### config.mk
export PLATFORM = sky130hd
export DESIGN_NAME = alu_seq_flat
export DESIGN_NICKNAME = d
export VERILOG_FILES = /design/src/rtl/alu_seq_if.sv /design/src/rtl/alu_seq.sv /design/src/flat_wrapper.sv
export SDC_FILE = /design/constraint.sdc
export NUM_CORES = 1
export LEC_CHECK = 0
export CORE_UTILIZATION = 30
export CTS_CLUSTER_DIAMETER = 60
export CTS_CLUSTER_SIZE = 40
export DETAILED_ROUTE_END_ITERATION = 8
export GPL_TIMING_DRIVEN = 0
export PLACE_DENSITY_LB_ADDON = 0.12
export SLEW_MARGIN = 40
export SYNTH_ARGS = -nofsm -noshare
export SYNTH_HDL_FRONTEND = slang
export SYNTH_SLANG_ARGS = --single-unit
### constraint.sdc
create_clock -name clk -period 5.2 [get_ports clk]
set_input_delay 1.04 -clock clk [delete_from_list [all_inputs] [get_ports clk]]
set_output_delay 1.04 -clock clk [all_outputs]
set_load 0.005 [all_outputs]
### src/rtl/alu_seq_if.sv
// Handshake and operand/result bundle between the datapath controller and alu_seq.
// The controller side drives the request; the ALU side returns the registered result and flags.
interface alu_seq_if #(
  parameter int WIDTH = 16
);
  logic             start;
  logic [WIDTH-1:0] inA;
  logic [WIDTH-1:0] inB;
  logic [2:0]       opc;
  logic             inc;
  logic             busy;
  logic             done;
  logic [WIDTH-1:0] w;
  logic             zer;
  logic             neg;
  logic             cout;

  modport master (
    output start, inA, inB, opc, inc,
    input  busy, done, w, zer, neg, cout
  );

  modport slave (
    input  start, inA, inB, opc, inc,
    output busy, done, w, zer, neg, cout
  );
endinterface

### src/rtl/alu_seq.sv
// Clocked ALU with registered result/flags, carry out, and a WIDTH-cycle shift-add multiply.
//   state  | meaning
//   S_IDLE | accepts start; single-cycle ops complete here, opc 111 launches a multiply
//   S_MUL  | one shift-add iteration per cycle; last iteration loads w and pulses done
module alu_seq #(
  parameter int WIDTH = 16
) (
  input  logic     clk,
  input  logic     rstn,
  alu_seq_if.slave bus
);

  if ((WIDTH % 2) != 0 || WIDTH < 4) begin : g_bad_width
    $error("alu_seq: WIDTH must be even and at least 4");
  end

  localparam int CW = $clog2(WIDTH) + 1;

  typedef enum logic {
    S_IDLE,
    S_MUL
  } state_t;

  state_t state, state_nxt;

  logic [WIDTH-1:0] acc;
  logic [WIDTH-1:0] mcand;
  logic [WIDTH-1:0] mplier;
  logic [CW-1:0]    cnt;

  logic [WIDTH-1:0] w_q;
  logic             zer_q;
  logic             neg_q;
  logic             cout_q;
  logic             done_q;

  logic [WIDTH-1:0] acc_sum;
  logic [WIDTH-1:0] b_sra;
  logic [WIDTH:0]   sum;
  logic [WIDTH-1:0] res;
  logic             res_cout;
  logic             load;
  logic             cap;
  logic             iter;
  logic             last;

  assign b_sra   = $signed(bus.inB) >>> 1;
  assign acc_sum = acc + (mplier[0] ? mcand : '0);
  assign last    = (cnt == CW'(WIDTH - 1));

  always_comb begin
    state_nxt = state;
    load      = 1'b0;
    cap       = 1'b0;
    iter      = 1'b0;
    sum       = '0;
    res       = '0;
    res_cout  = 1'b0;
    case (state)
      S_IDLE: begin
        if (bus.start) begin
          if (bus.opc == 3'b111) begin
            cap       = 1'b1;
            state_nxt = S_MUL;
          end else begin
            load = 1'b1;
            case (bus.opc)
              3'b000: sum = {1'b0, ~bus.inA} + (WIDTH+1)'(1);
              3'b001: sum = {1'b0, bus.inA} + (WIDTH+1)'(1);
              3'b010: sum = {1'b0, bus.inA} + {1'b0, bus.inB} + (WIDTH+1)'(bus.inc);
              3'b011: sum = {1'b0, bus.inA} + {1'b0, b_sra};
              3'b100: sum = {1'b0, bus.inA & bus.inB};
              3'b101: sum = {1'b0, bus.inA | bus.inB};
              3'b110: sum = {1'b0, bus.inA[WIDTH/2-1:0], bus.inB[WIDTH/2-1:0]};
              default: sum = '0;
            endcase
            res = sum[WIDTH-1:0];
            // Logic ops and the concat never set bit WIDTH, so cout comes out 0 for them.
            res_cout = sum[WIDTH];
          end
        end
      end
      S_MUL: begin
        iter = 1'b1;
        if (last) begin
          load      = 1'b1;
          res       = acc_sum;
          state_nxt = S_IDLE;
        end
      end
      default: state_nxt = S_IDLE;
    endcase
  end

  always_ff @(posedge clk) begin
    if (!rstn) begin
      state  <= S_IDLE;
      acc    <= '0;
      mcand  <= '0;
      mplier <= '0;
      cnt    <= '0;
      w_q    <= '0;
      zer_q  <= 1'b0;
      neg_q  <= 1'b0;
      cout_q <= 1'b0;
      done_q <= 1'b0;
    end else begin
      state  <= state_nxt;
      done_q <= load;
      if (cap) begin
        mcand  <= bus.inA;
        mplier <= bus.inB;
        acc    <= '0;
        cnt    <= '0;
      end else if (iter) begin
        acc    <= acc_sum;
        mcand  <= mcand << 1;
        mplier <= mplier >> 1;
        cnt    <= cnt + 1'b1;
      end
      if (load) begin
        w_q    <= res;
        zer_q  <= (res == '0);
        neg_q  <= res[WIDTH-1];
        cout_q <= res_cout;
      end
    end
  end

  assign bus.busy = (state == S_MUL);
  assign bus.done = done_q;
  assign bus.w    = w_q;
  assign bus.zer  = zer_q;
  assign bus.neg  = neg_q;
  assign bus.cout = cout_q;

endmodule

### src/flat_wrapper.sv
// flat-port wrapper written by rule: the top's interface ports become plain ports
module alu_seq_flat 
#(
  parameter int WIDTH = 16
)
  (clk, rstn, bus_start, bus_inA, bus_inB, bus_opc, bus_inc, bus_busy, bus_done, bus_w, bus_zer, bus_neg, bus_cout);
  alu_seq_if #(.WIDTH(WIDTH)) bus_i ();
  input  logic clk;
  input  logic rstn;
  input wire logic [$bits(bus_i.start)-1:0] bus_start;
  input wire logic [$bits(bus_i.inA)-1:0] bus_inA;
  input wire logic [$bits(bus_i.inB)-1:0] bus_inB;
  input wire logic [$bits(bus_i.opc)-1:0] bus_opc;
  input wire logic [$bits(bus_i.inc)-1:0] bus_inc;
  output wire logic [$bits(bus_i.busy)-1:0] bus_busy;
  output wire logic [$bits(bus_i.done)-1:0] bus_done;
  output wire logic [$bits(bus_i.w)-1:0] bus_w;
  output wire logic [$bits(bus_i.zer)-1:0] bus_zer;
  output wire logic [$bits(bus_i.neg)-1:0] bus_neg;
  output wire logic [$bits(bus_i.cout)-1:0] bus_cout;
  assign bus_i.start = bus_start;
  assign bus_i.inA = bus_inA;
  assign bus_i.inB = bus_inB;
  assign bus_i.opc = bus_opc;
  assign bus_i.inc = bus_inc;
  assign bus_busy = bus_i.busy;
  assign bus_done = bus_i.done;
  assign bus_w = bus_i.w;
  assign bus_zer = bus_i.zer;
  assign bus_neg = bus_i.neg;
  assign bus_cout = bus_i.cout;
  alu_seq #(.WIDTH(WIDTH)) u_core (.clk(clk), .rstn(rstn), .bus(bus_i));
endmodule
==> run summary, run 1 <==
The run finished with clean final reports. The first TritonRoute pass finished after 5 iterations. The cell-internal power is 1230 uW. The clock reaches the later pin of the worst-skew pair after 0.34 ns. The number of clock sinks seen by CTS is 73. The number of nets with antenna violations after detailed routing came out at 0.

Across all layers, the routed design uses 7306 vias. Counting flops with an async set or reset pin after synthesis yields a share of 0%. The count of final setup violators is 0. Counting I/O delays and the setup requirement, the final critical path takes 5.04 ns.

The core box area is 22800 sq um. Once the floorplan was initialized, standard cells occupied 30.9% of the core. The critical path data required time came out at 5.48 ns. The count of input and output buffers is 56.

The startpoint identified for the worst register-to-register timing path is u_core.mplier[0]. The synthesis-stage register bit count came out at 73. Synthesis produced a netlist whose cell count is 965. For this design the static power due to leakage is 0.00351 uW. The buffer levels on the longest clock path is 2. The filler cells instantiated in the layout total 2535. The min-delay analysis places its worst path in the category flip-flop to flip-flop. The register area share after synthesis is 20.7%. The post-route netlist has 4.63% of its cells at a drive strength greater than 1. The part of the cycle the worst path needs is 96.9%. The power per standard cell area came out at 212 nW/um^2. Net switching is 30.7% of the power.

For flop-to-flop paths, the worst setup slack is 1.33 ns. The pre-CTS worst setup slack came out at -0.698 ns. Power comes to 1770 uW.

The worst setup path is of the input pin to flip-flop kind. The critical-path maximum fanout is 19. The pin count of the biggest net entering global routing came out at 20. The cell depth of the worst flop-to-flop path came out at 13. The congestion estimate from routability-driven global placement came to 0.887.

The clock skew after layout came out at 0.00674 ns. By count the netlist is led by 148 x sky130_fd_sc_hd__nor2_1, 109 x sky130_fd_sc_hd__a21oi_1, 73 x sky130_fd_sc_hd__dfxtp_1, 66 x sky130_fd_sc_hd__ha_1, 56 x sky130_fd_sc_hd__inv_1. The total global-route track usage is 22.4%.

The floorplan has 55 rows. The register area came out at 1460 sq um. The maximum clock frequency is 0.199 GHz. The number of hold buffers added after cts is 0.

The worst setup path is captured at a flip-flop. The final-report max-slew violation count is 0. After the last flow step, the layout net total stands at 1141. The vertical die dimension is 155 microns.

The number of warning messages in the yosys log came out at 0. The net count after synthesis came out at 1074. The number of enable-type register cells in the synthesized netlist is 0. The worst hold path passes through 2 cells. The TritonCTS clock tree is built.

The die footprint came out at 24100 sq um. The net load switching power came out at 544 uW. Sorting the synthesized cells by area gives the leading types as sky130_fd_sc_hd__dfxtp_1 21%, sky130_fd_sc_hd__ha_1 12%, sky130_fd_sc_hd__nor2_1 7.9%. The clock slew at the register clock pins of the worst setup and hold paths is 0.06 ns. The per-cell routed wire length came out at 19.7 microns.

The hold violation count in the final report is 0. The share of total power in sequential cells is 33.3%. The area growth from synthesis to final layout is 18.6%. The cell taking the most area after synthesis is sky130_fd_sc_hd__dfxtp_1. 0 antenna diodes ended up in the layout.

The detailed router's first-iteration violation count is 546. The initial antenna violation count is 0. The clock power share is 41.2%. During I/O placement, the number of pins put on the boundary was 60.

In this run the clock root is driven by a sky130_fd_sc_hd__clkbuf_16. Per report_power, the combinational group accounts for 25.5% of the total. Max-cap violations in this run came to 0. The share of the synthesized area in the top cell type came out at 20.7%. The mean instance size in the synthesized netlist came out at 7.31 sq um. The horizontal extent of the die came out at 155 microns. The number of global-route vias before repair was 6985.

Summed over all layers, the routed wires come to 26500 microns. The worst-case hold path end point is u_core.bus.zer. Summed over all nets, the half-perimeter wirelength after detailed placement is 21600 microns. By instance count, the leading cell after synthesis is sky130_fd_sc_hd__nor2_1.

The wire length of the first global-routing pass is 40900 microns. Measured against its own limit, the worst slew margin works out to 46.2%. The highest ir drop seen on vdd came out at 0.148 mV. The footprint of the multi-input gates came out at 5130 sq um. The synthesized netlist contains 75 unique library cells.

The source of the worst hold timing path is u_core.bus.zer. The number of clock buffers inserted by TritonCTS came out at 9. The number of vias per cell after detailed routing is 5.41. The H-tree was split into 3 levels. For the pin with the worst max-slew slack, the measured transition is 0.807 ns. The predominant post-synthesis flop cell is sky130_fd_sc_hd__dfxtp_1. The type of origin of the critical path is an input pin. The total DRC errors in the routed layout came out at 0. The critical path data arrival time is 5.32 ns. The mapped cell area is 7050 sq um. The worst register-to-register path ends at u_core.bus.zer. Setup repair after global routing left no endpoint under its margin. The leftover overflow at the end of global routing came out at 0. Once routing completed, OpenROAD measured the worst setup slack at 0.163 ns.
layout by cell type (no fill, tap or decap), drive strengths merged, types with 10 or more instances in the layout:
master         count
o21ai             37
a21o              14
dfxtp             73
nand2b            10
clkbuf            51
ha                66
buf               13
inv               56
nand3             29
o21a              10
or3               12
a21oi            110
nor3              20
nor2             148
mux2i             28
nand4             13
and2              20
o22ai             15
clkdlybuf4s50     56
xor2              13
nand2             55
and3              21
xnor2             20
power by group through the flow:
stage / registers, uW / logic, uW / clock network, uW
floorplan: 601 / 270 / 0
global placement: 604 / 445 / 0
CTS: 591 / 447 / 737
global route: 593 / 493 / 763
detailed placement: 604 / 444 / 0
finish: 591 / 452 / 730
state kept, by name (all words and copies together), names as in the netlist:
register,flops
u_core.acc,16
u_core.mcand,16
u_core.mplier,16
u_core.bus.w,15
u_core.cnt,5
u_core.bus.busy,1
u_core.bus.cout,1
u_core.bus.done,1
u_core.bus.neg,1
u_core.bus.zer,1
kinds of logic (layout without fill, tap and decap cells):
logic type      count (synthesis)  count (layout)  synth area share (%)
simple gates                  362             362                  24.8
compound gates                281             281                  25.7
buf+inv                       112             184                  6.70
flops                          73              73                  20.7
fa+ha+maj                      70              70                  12.8
mux                            34              34                  5.09
xor+xnor                       33              33                  4.10
metrics by stage:
stage / setup TNS, ns / hold WS (ns) / util, % / area (sq um) / std cells
after floorplan: 0 / 0.446 / - / 7050 / 965
after global placement: -1.20 / 0.443 / 35.0 / 8010 / 1334
after detailed placement: -1.21 / 0.444 / 35.1 / 8020 / 1335
after CTS: 0 / 0.453 / 36.6 / 8360 / 1350
after global routing: 0 / 0.461 / 36.6 / 8370 / 1350
final: 0 / 0.451 / 36.6 / 8370 / 1350
final cells by class:
class | instances | share of cell area, %
Buffer | 54 | 3.10
Clock buffer | 9 | 2.69
Clock inverter | 7 | 1.42
Inverter | 57 | 2.56
Multi-Input combinational cell | 780 | 61.3
Sequential cell | 73 | 17.5
Tap cell | 313 | 4.68
Timing Repair Buffer | 57 | 6.76
what timing repair did:
action / 4_1_cts / 5_1_grt
resized for setup: 2 / 4
cloned: 0 / 0
setup buffers: 0 / 0
endpoints found under the setup margin: 1 / 1
layer usage:
| layer | global-route usage, % | share of wire [%] |
|---|---|---|
| met1 | 31.8 | 49 |
| met3 | 4.35 | 6.4 |
| met4 | 4.95 | 1.6 |
| met5 | 0 | 0 |
| met2 | 34.8 | 43 |
how the worst max path moves through the flow:
stage,startpoint,end,cells after the start
after detailed placement,bus_opc[1],u_core.bus.zer,18
after floorplan,bus_opc[1],u_core.bus.zer,17
after global placement,bus_opc[1],u_core.bus.zer,18
after CTS,bus_opc[1],u_core.bus.zer,16
final,bus_opc[1],u_core.bus.zer,16
after global routing,bus_opc[1],u_core.bus.zer,16
critical path, stage by stage:
cell and delay (ns):
sky130_fd_sc_hd__buf_2 0.16, sky130_fd_sc_hd__buf_2 0.26, sky130_fd_sc_hd__buf_2 0.47, sky130_fd_sc_hd__clkbuf_2 0.34, sky130_fd_sc_hd__nand3_1 0.16, sky130_fd_sc_hd__inv_1 0.09, sky130_fd_sc_hd__ha_1 0.23, sky130_fd_sc_hd__a211o_1 0.31
sky130_fd_sc_hd__a211o_1 0.37, sky130_fd_sc_hd__a31o_1 0.26, sky130_fd_sc_hd__a21oi_2 0.15, sky130_fd_sc_hd__xnor2_1 0.13, sky130_fd_sc_hd__a2111o_1 0.51, sky130_fd_sc_hd__nor4_1 0.55, sky130_fd_sc_hd__nand4_1 0.17, sky130_fd_sc_hd__nand2_1 0.09
No activity file was read; power rests on OpenSTA's default activity.
==> inputs of run 2 (changes only) <==
- clock period: 5.2 -> 4.5 ns (I/O delays scaled with it)
==> run 2 against run 1 <==
- first-iteration DRC count grew 3.5%
- sequential share of layout area is essentially flat
- clock skew shrank 0.00060 ns
- final cell count is essentially flat
==> run summary, run 2 (same netlist as run 1, synthesis figures left out) <==
The total global-route track usage came out at 22.4%. The total wire length after detailed routing came out at 26500 microns. The placed instance area is 8020 sq um. The core box area came out at 22800 sq um. During I/O placement, the number of pins put on the boundary was 60. The initial antenna violation count is 0. The cell depth of the worst hold path came out at 2. The power per standard cell area is 245 nW/um^2.

The source of the worst hold timing path is u_core.bus.zer. The number of hold buffers added after cts came out at 0. The routed via count came out at 7303. The number of clock sinks seen by CTS came out at 73. The critical path data arrival time is 4.59 ns. The clock skew after layout came out at 0.00614 ns. The count of final setup violators came out at 0.

The detailed-placement wirelength estimate is 21600 microns. The cell depth of the worst flop-to-flop path is 12. For this configuration, the core starts out at a cell density of 30.9%. The vertical die dimension came out at 155 microns. Buffers added to address setup during post-CTS repair amount to 0.

The worst register-to-register path begins at u_core.mplier[0]. The hold violation count in the final report is 0. The part of the cycle the worst path needs is 95.7%.

STA classifies the critical path endpoint as a flip-flop. Leaving out fill and tap cells, the most frequent cells in the layout are 148 x sky130_fd_sc_hd__nor2_1, 109 x sky130_fd_sc_hd__a21oi_1, 73 x sky130_fd_sc_hd__dfxtp_1. TritonCTS built the clock tree. In this run the static leakage power is 0.00352 uW. The count of inserted antenna diode cells is 0. In this run, the number of DRC markers left after iteration 0 of detailed routing was 565. Measured against its own limit, the worst slew margin works out to 45.3%. Setup repair after global routing left no endpoint under its margin. The setup path with the least slack is of type input pin to flip-flop. The number of global-route vias before repair was 6988. The cell area after layout is 8390 sq um.

The path with the worst hold slack has its endpoint at u_core.bus.zer. The number of standard cells in the layout, taps in and fillers out is 1349. The tightest hold path in the finished design has a slack of 0.451 ns.

The type of the worst min-delay path is flip-flop to flip-flop. The clock slew at the register clock pins of the worst setup and hold paths is 0.06 ns. The number of clock buffers inserted by TritonCTS came out at 9.

Once layout is complete, the utilization of the core stands at 36.7%. The tool flagged a number of max-cap violations equal to 0. In this run the critical register-to-register path is captured at u_core.bus.zer. In the final routed layout, each cell accounts on average for 19.6 microns. Subtracting the final worst setup slack from the clock period gives 4.31 ns. The run finished with clean final reports. The horizontal extent of the die came out at 155 microns.

The die covers 24100 sq um. The wire length of the first global-routing pass is 40900 microns. The largest registers in the layout are u_core.acc x16, u_core.mcand x16, u_core.mplier x16. The library cell used most frequently in the layout, excluding fill and tap cells, is sky130_fd_sc_hd__nor2_1. The number of placement rows came out at 55. For the worst-skew pair, the clock arrives at the later sink with an insertion delay of 0.34 ns. The pin count of the biggest net entering global routing is 20. The worst-case register-to-register setup slack is 0.80 ns.

The number of detailed-routing iterations run before antenna repair came out at 5. The number of levels in the clock H-tree came out at 3. The clock root buffer is sky130_fd_sc_hd__clkbuf_16. Global routing finished with a remaining overflow of 0.

The filler cell count came out at 2532. The fraction of layout instances using a drive strength above 1 is 4.83%. Counting tap cells, the placed design contains a total of 1335 instances.

The final-report max-slew violation count is 0. The detail route stage leaves a number of antenna-violating nets equal to 0. The buffer levels on the longest clock path is 2. The area growth from synthesis to final layout came out at 18.9%.

The total DRC errors in the routed layout is 0. Dividing the detail-routed via count by the number of cells gives 5.41. The count of input and output buffers came out at 56. The type of origin of the critical path is an input pin. The routability congestion estimate from global placement came out at 0.887.

In this run the worst path has a maximum fanout of 10. The actual transition at the worst max-transition pin is 0.820 ns. For this run, the top clock speed supported by timing is 0.232 GHz.

The number of nets in the finished design is 1140. The highest ir drop seen on vdd came out at 0.169 mV. The critical path data required time came out at 4.78 ns.
run 2: cell types whose count changed in the layout (fill, tap and decap cells not counted):
| cell | change |
|---|---|
| sky130_fd_sc_hd__clkbuf_1 | -2 |
| sky130_fd_sc_hd__clkbuf_4 | +2 |
| sky130_fd_sc_hd__buf_2 | -1 |
| sky130_fd_sc_hd__buf_6 | +1 |
| sky130_fd_sc_hd__clkbuf_2 | -1 |
| sky130_fd_sc_hd__nor4_1 | -1 |
| sky130_fd_sc_hd__nor4_4 | +1 |
run 2: area by class of cell:
type,instances,area (sq um),area share [%]
inverter,57,214,2.55
clock inverter,7,119,1.42
multi-input combinational,780,5150,61.3
clock buffer,9,225,2.68
buffer,53,268,3.19
tap,313,392,4.67
timing repair buffer,57,566,6.74
sequential,73,1460,17.4
run 2: timing repair:
| action | in CTS | in global routing |
|---|---|---|
| setup endpoints to repair | 13 | 1 |
| endpoints found under the hold margin | 0 | 0 |
| resized for setup | 9 | 5 |
run 2: metrics by stage:
step | worst slack [ns] | setup TNS, ns | total power [uW]
5_1_grt | 0.0365 | 0 | 2140
3_3_place_gp | -1.27 | -8.14 | 1210
4_1_cts | 0.0468 | 0 | 2050
3_5_place_dp | -1.26 | -7.88 | 1210
6_report | 0.194 | 0 | 2050
2_1_floorplan | 0.0934 | 0 | 1010
run 2: metal layers:
metal / track usage (%) / routed length [microns] / vias up
li1: - / - / 3631
met1: 31.8 / 13000 / 3411
met2: 34.8 / 11400 / 230
met3: 4.35 / 1690 / 31
met4: 4.95 / 476 / 0
met5: 0 / 0 / -
run 2: worst max-delay path, stage by stage:
cell and delay [ns]:
sky130_fd_sc_hd__clkbuf_2 0.20, sky130_fd_sc_hd__nor2b_1 0.19, sky130_fd_sc_hd__clkbuf_4 0.24, sky130_fd_sc_hd__clkbuf_4 0.25, sky130_fd_sc_hd__nand3_1 0.14, sky130_fd_sc_hd__inv_1 0.09, sky130_fd_sc_hd__ha_1 0.23, sky130_fd_sc_hd__a211o_1 0.31
sky130_fd_sc_hd__a211o_1 0.38, sky130_fd_sc_hd__a31o_1 0.26, sky130_fd_sc_hd__a21oi_2 0.15, sky130_fd_sc_hd__xnor2_1 0.13, sky130_fd_sc_hd__a2111o_1 0.54, sky130_fd_sc_hd__nor4_4 0.34, sky130_fd_sc_hd__nand4_1 0.14, sky130_fd_sc_hd__nand2_1 0.09
run 2: worst max path at each step:
stage	slack, ns	start	endpoint	cells after the start
after global placement	-1.27	bus_opc[1]	u_core.bus.zer	18
after CTS	0.05	bus_opc[0]	u_core.bus.zer	16
final	0.19	bus_opc[0]	u_core.bus.zer	16
after global routing	0.04	bus_opc[0]	u_core.bus.zer	16
after floorplan	0.09	bus_opc[1]	u_core.bus.zer	17
after detailed placement	-1.26	bus_opc[1]	u_core.bus.zer	18
run 2: power breakdown:
part	switching (uW)	internal [uW]	total (uW)
logic	314	212	526
clock network	302	542	844
registers	15.0	668	683
==> inputs of run 3 (changes only) <==
- clock period: 4.5 -> 4.85 ns (I/O delays scaled with it)
==> run 3 against run 2 <==
- final cell count about the same
- total power down 7.5%
- die area unchanged
- setup slack improved by 0.025 ns
- count of clock-buffer cells in the layout stayed put
- via count grew 0.45%
- register-to-register slack improved by 0.33 ns
- sequential power is 7.2% lower
- worst hold slack is essentially flat
- global-route usage is the same
==> run summary, run 3 (same netlist as run 1, synthesis figures left out) <==
The sum of internal, switching and leakage power came out at 1900 uW. The part of the cycle the worst path needs is 95.5%. The power per standard cell area is 227 nW/um^2. The die footprint came out at 24100 sq um. The top-level port count came out at 60. The count of final setup violators came out at 0. Of the total power, the share spent switching nets is 30.6%. The max-slew headroom at the worst pin came out at 45.5%. The number of nets with antenna violations after detailed routing is 0. The total global-route track usage is 22.4%. The horizontal extent of the die came out at 155 microns. The final-report max-slew violation count is 0. The net load switching power came out at 581 uW. Setup repair after global routing left no endpoint under its margin. The first global-routing pass estimated 40900 microns of wire. The most common cell after layout, fill and taps aside is sky130_fd_sc_hd__nor2_1.

The total DRC errors in the routed layout is 0. The actual transition at the worst max-transition pin is 0.818 ns. The total instance count after detailed placement came out at 1335. The core box area is 22800 sq um.

The filler cell count is 2537. The number of levels in the clock H-tree is 3. The highest ir drop seen on vdd is 0.158 mV.

The tree is rooted in a sky130_fd_sc_hd__clkbuf_16. The number of placement rows came out at 55. The proportion of power drawn by combinational gates came out at 25.6%.

The worst setup path is launched from an input pin. The post-CTS setup buffer count is 0. The area growth from synthesis to final layout is 18.8%. The hold violation count in the final report is 0. The post-route netlist has 4.92% of its cells at a drive strength greater than 1. The type of the worst min-delay path is flip-flop to flip-flop. The number of clock sinks seen by CTS came out at 73. The count of buffers added on input and output ports is 56.

The setup TNS after final layout came out at 0 ns. The maximum clock frequency is 0.216 GHz. The buffer levels on the longest clock path came out at 2.

The clock slew at the register clock pins of the worst setup and hold paths is 0.06 ns. The flow ran to the end, and the final reports show no timing, DRC or antenna violations. The clock latency reported for the late side of the worst-skew pair is 0.34 ns. The detailed router's first-iteration violation count is 642.

The leftover overflow at the end of global routing is 0. The setup path with the least slack is of type input pin to flip-flop. TritonCTS created 9 clock buffers. The share of total power in sequential cells came out at 33.4%. STA classifies the critical path endpoint as a flip-flop. The library cells used most frequently in the layout, excluding fill and tap cells, are 148 x sky130_fd_sc_hd__nor2_1, 109 x sky130_fd_sc_hd__a21oi_1, 73 x sky130_fd_sc_hd__dfxtp_1.

The routability congestion estimate from global placement came out at 0.887. The detailed-placement wirelength estimate came out at 21600 microns. The reported leakage power came out at 0.00352 uW.

The cell area after layout is 8380 sq um. The pin count of the biggest net entering global routing is 20. The largest registers in the layout are u_core.acc x16, u_core.mcand x16, u_core.mplier x16. The vertical die dimension came out at 155 microns. Max-cap violations in this run came to 0. The pre-CTS worst setup slack is -0.978 ns. The routed via count came out at 7336.

The critical path data required time came out at 5.13 ns. The clock skew after layout is 0.00589 ns. The TritonCTS clock tree is built. Subtracting the final worst setup slack from the clock period gives 4.63 ns. The number of detailed-routing iterations run before antenna repair came out at 5. The cell-internal power is 1320 uW. The post-route worst setup slack came out at 0.218 ns.

The number of nets in the finished design came out at 1141. In this run, post-CTS hold repair placed 0 buffers. The per-cell routed wire length is 19.7 microns. The worst-case register-to-register setup slack is 1.13 ns. The total wire length after detailed routing is 26600 microns. The critical-path maximum fanout is 19. The number of standard cells in the layout, taps in and fillers out came out at 1350. The effective utilization at floorplan came out at 30.9%. After detailed routing, the number of vias per cell comes to 5.43. The placed instance area came out at 8020 sq um. The count of inserted antenna diode cells came out at 0. The initial antenna violation count is 0. The clock power share is 41.1%.

The number of global-route vias before repair came to 6985. Data arrives at the worst endpoint at 4.91 ns.
[run 3: layer usage]
| metal | up-vias | GRT usage, % | part of all wire [%] |
|---|---|---|---|
| met5 | - | 0 | 0 |
| met4 | 0 | 4.95 | 1.7 |
| met3 | 32 | 4.35 | 6.7 |
| met2 | 214 | 34.8 | 43 |
| met1 | 3454 | 31.8 | 49 |
| li1 | 3636 | - | - |
[run 3: path summary, 6_finish.rpt]
| kind | start | end | cells after the start |
|---|---|---|---|
| min reg2reg | u_core.bus.zer | u_core.bus.zer | 2 |
| max reg2reg | u_core.mplier[0] | u_core.bus.zer | 12 |
| max | bus_opc[1] | u_core.bus.zer | 16 |
| min | u_core.bus.zer | u_core.bus.zer | 2 |
[run 3: final cells by class]
type                       count  area, sq um  share of cell area (%)
multi-input combinational    780         5140                    61.3
sequential                    73         1460                    17.4
timing repair buffer          57          566                    6.75
tap                          313          392                    4.67
buffer                        54          264                    3.15
clock buffer                   9          225                    2.69
inverter                      57          214                    2.55
clock inverter                 7          119                    1.42
[run 3: stage by stage]
step	hold WS [ns]	utilization [%]
final	0.451	36.7
after global routing	0.461	36.7
after CTS	0.453	36.6
after detailed placement	0.444	35.1
after global placement	0.443	35.0
after floorplan	0.446	-
[run 3: worst max-delay path: stages]
cell and delay, ns:
sky130_fd_sc_hd__buf_2 0.16, sky130_fd_sc_hd__buf_2 0.27, sky130_fd_sc_hd__buf_4 0.34, sky130_fd_sc_hd__clkbuf_2 0.31, sky130_fd_sc_hd__nand3_1 0.16, sky130_fd_sc_hd__inv_1 0.09, sky130_fd_sc_hd__ha_1 0.23, sky130_fd_sc_hd__a211o_1 0.31
sky130_fd_sc_hd__a211o_1 0.37, sky130_fd_sc_hd__a31o_1 0.26, sky130_fd_sc_hd__a21oi_2 0.15, sky130_fd_sc_hd__xnor2_1 0.13, sky130_fd_sc_hd__a2111o_1 0.52, sky130_fd_sc_hd__nor4_2 0.40, sky130_fd_sc_hd__nand4_1 0.15, sky130_fd_sc_hd__nand2_1 0.09
[run 3: power groups by stage]
stage                     combinational [uW]  clock (uW)  sequential, uW
after CTS                                480         790             634
after floorplan                          289           0             644
after global placement                   477           0             647
after detailed placement                 477           0             648
final                                    486         780             634
after global routing                     530         818             636
[run 3: what timing repair did]
| item | CTS | global route |
|---|---|---|
| hold endpoints to repair | 0 | 0 |
| gates resized for setup | 5 | 5 |
| endpoints found under the setup margin | 5 | 1 |
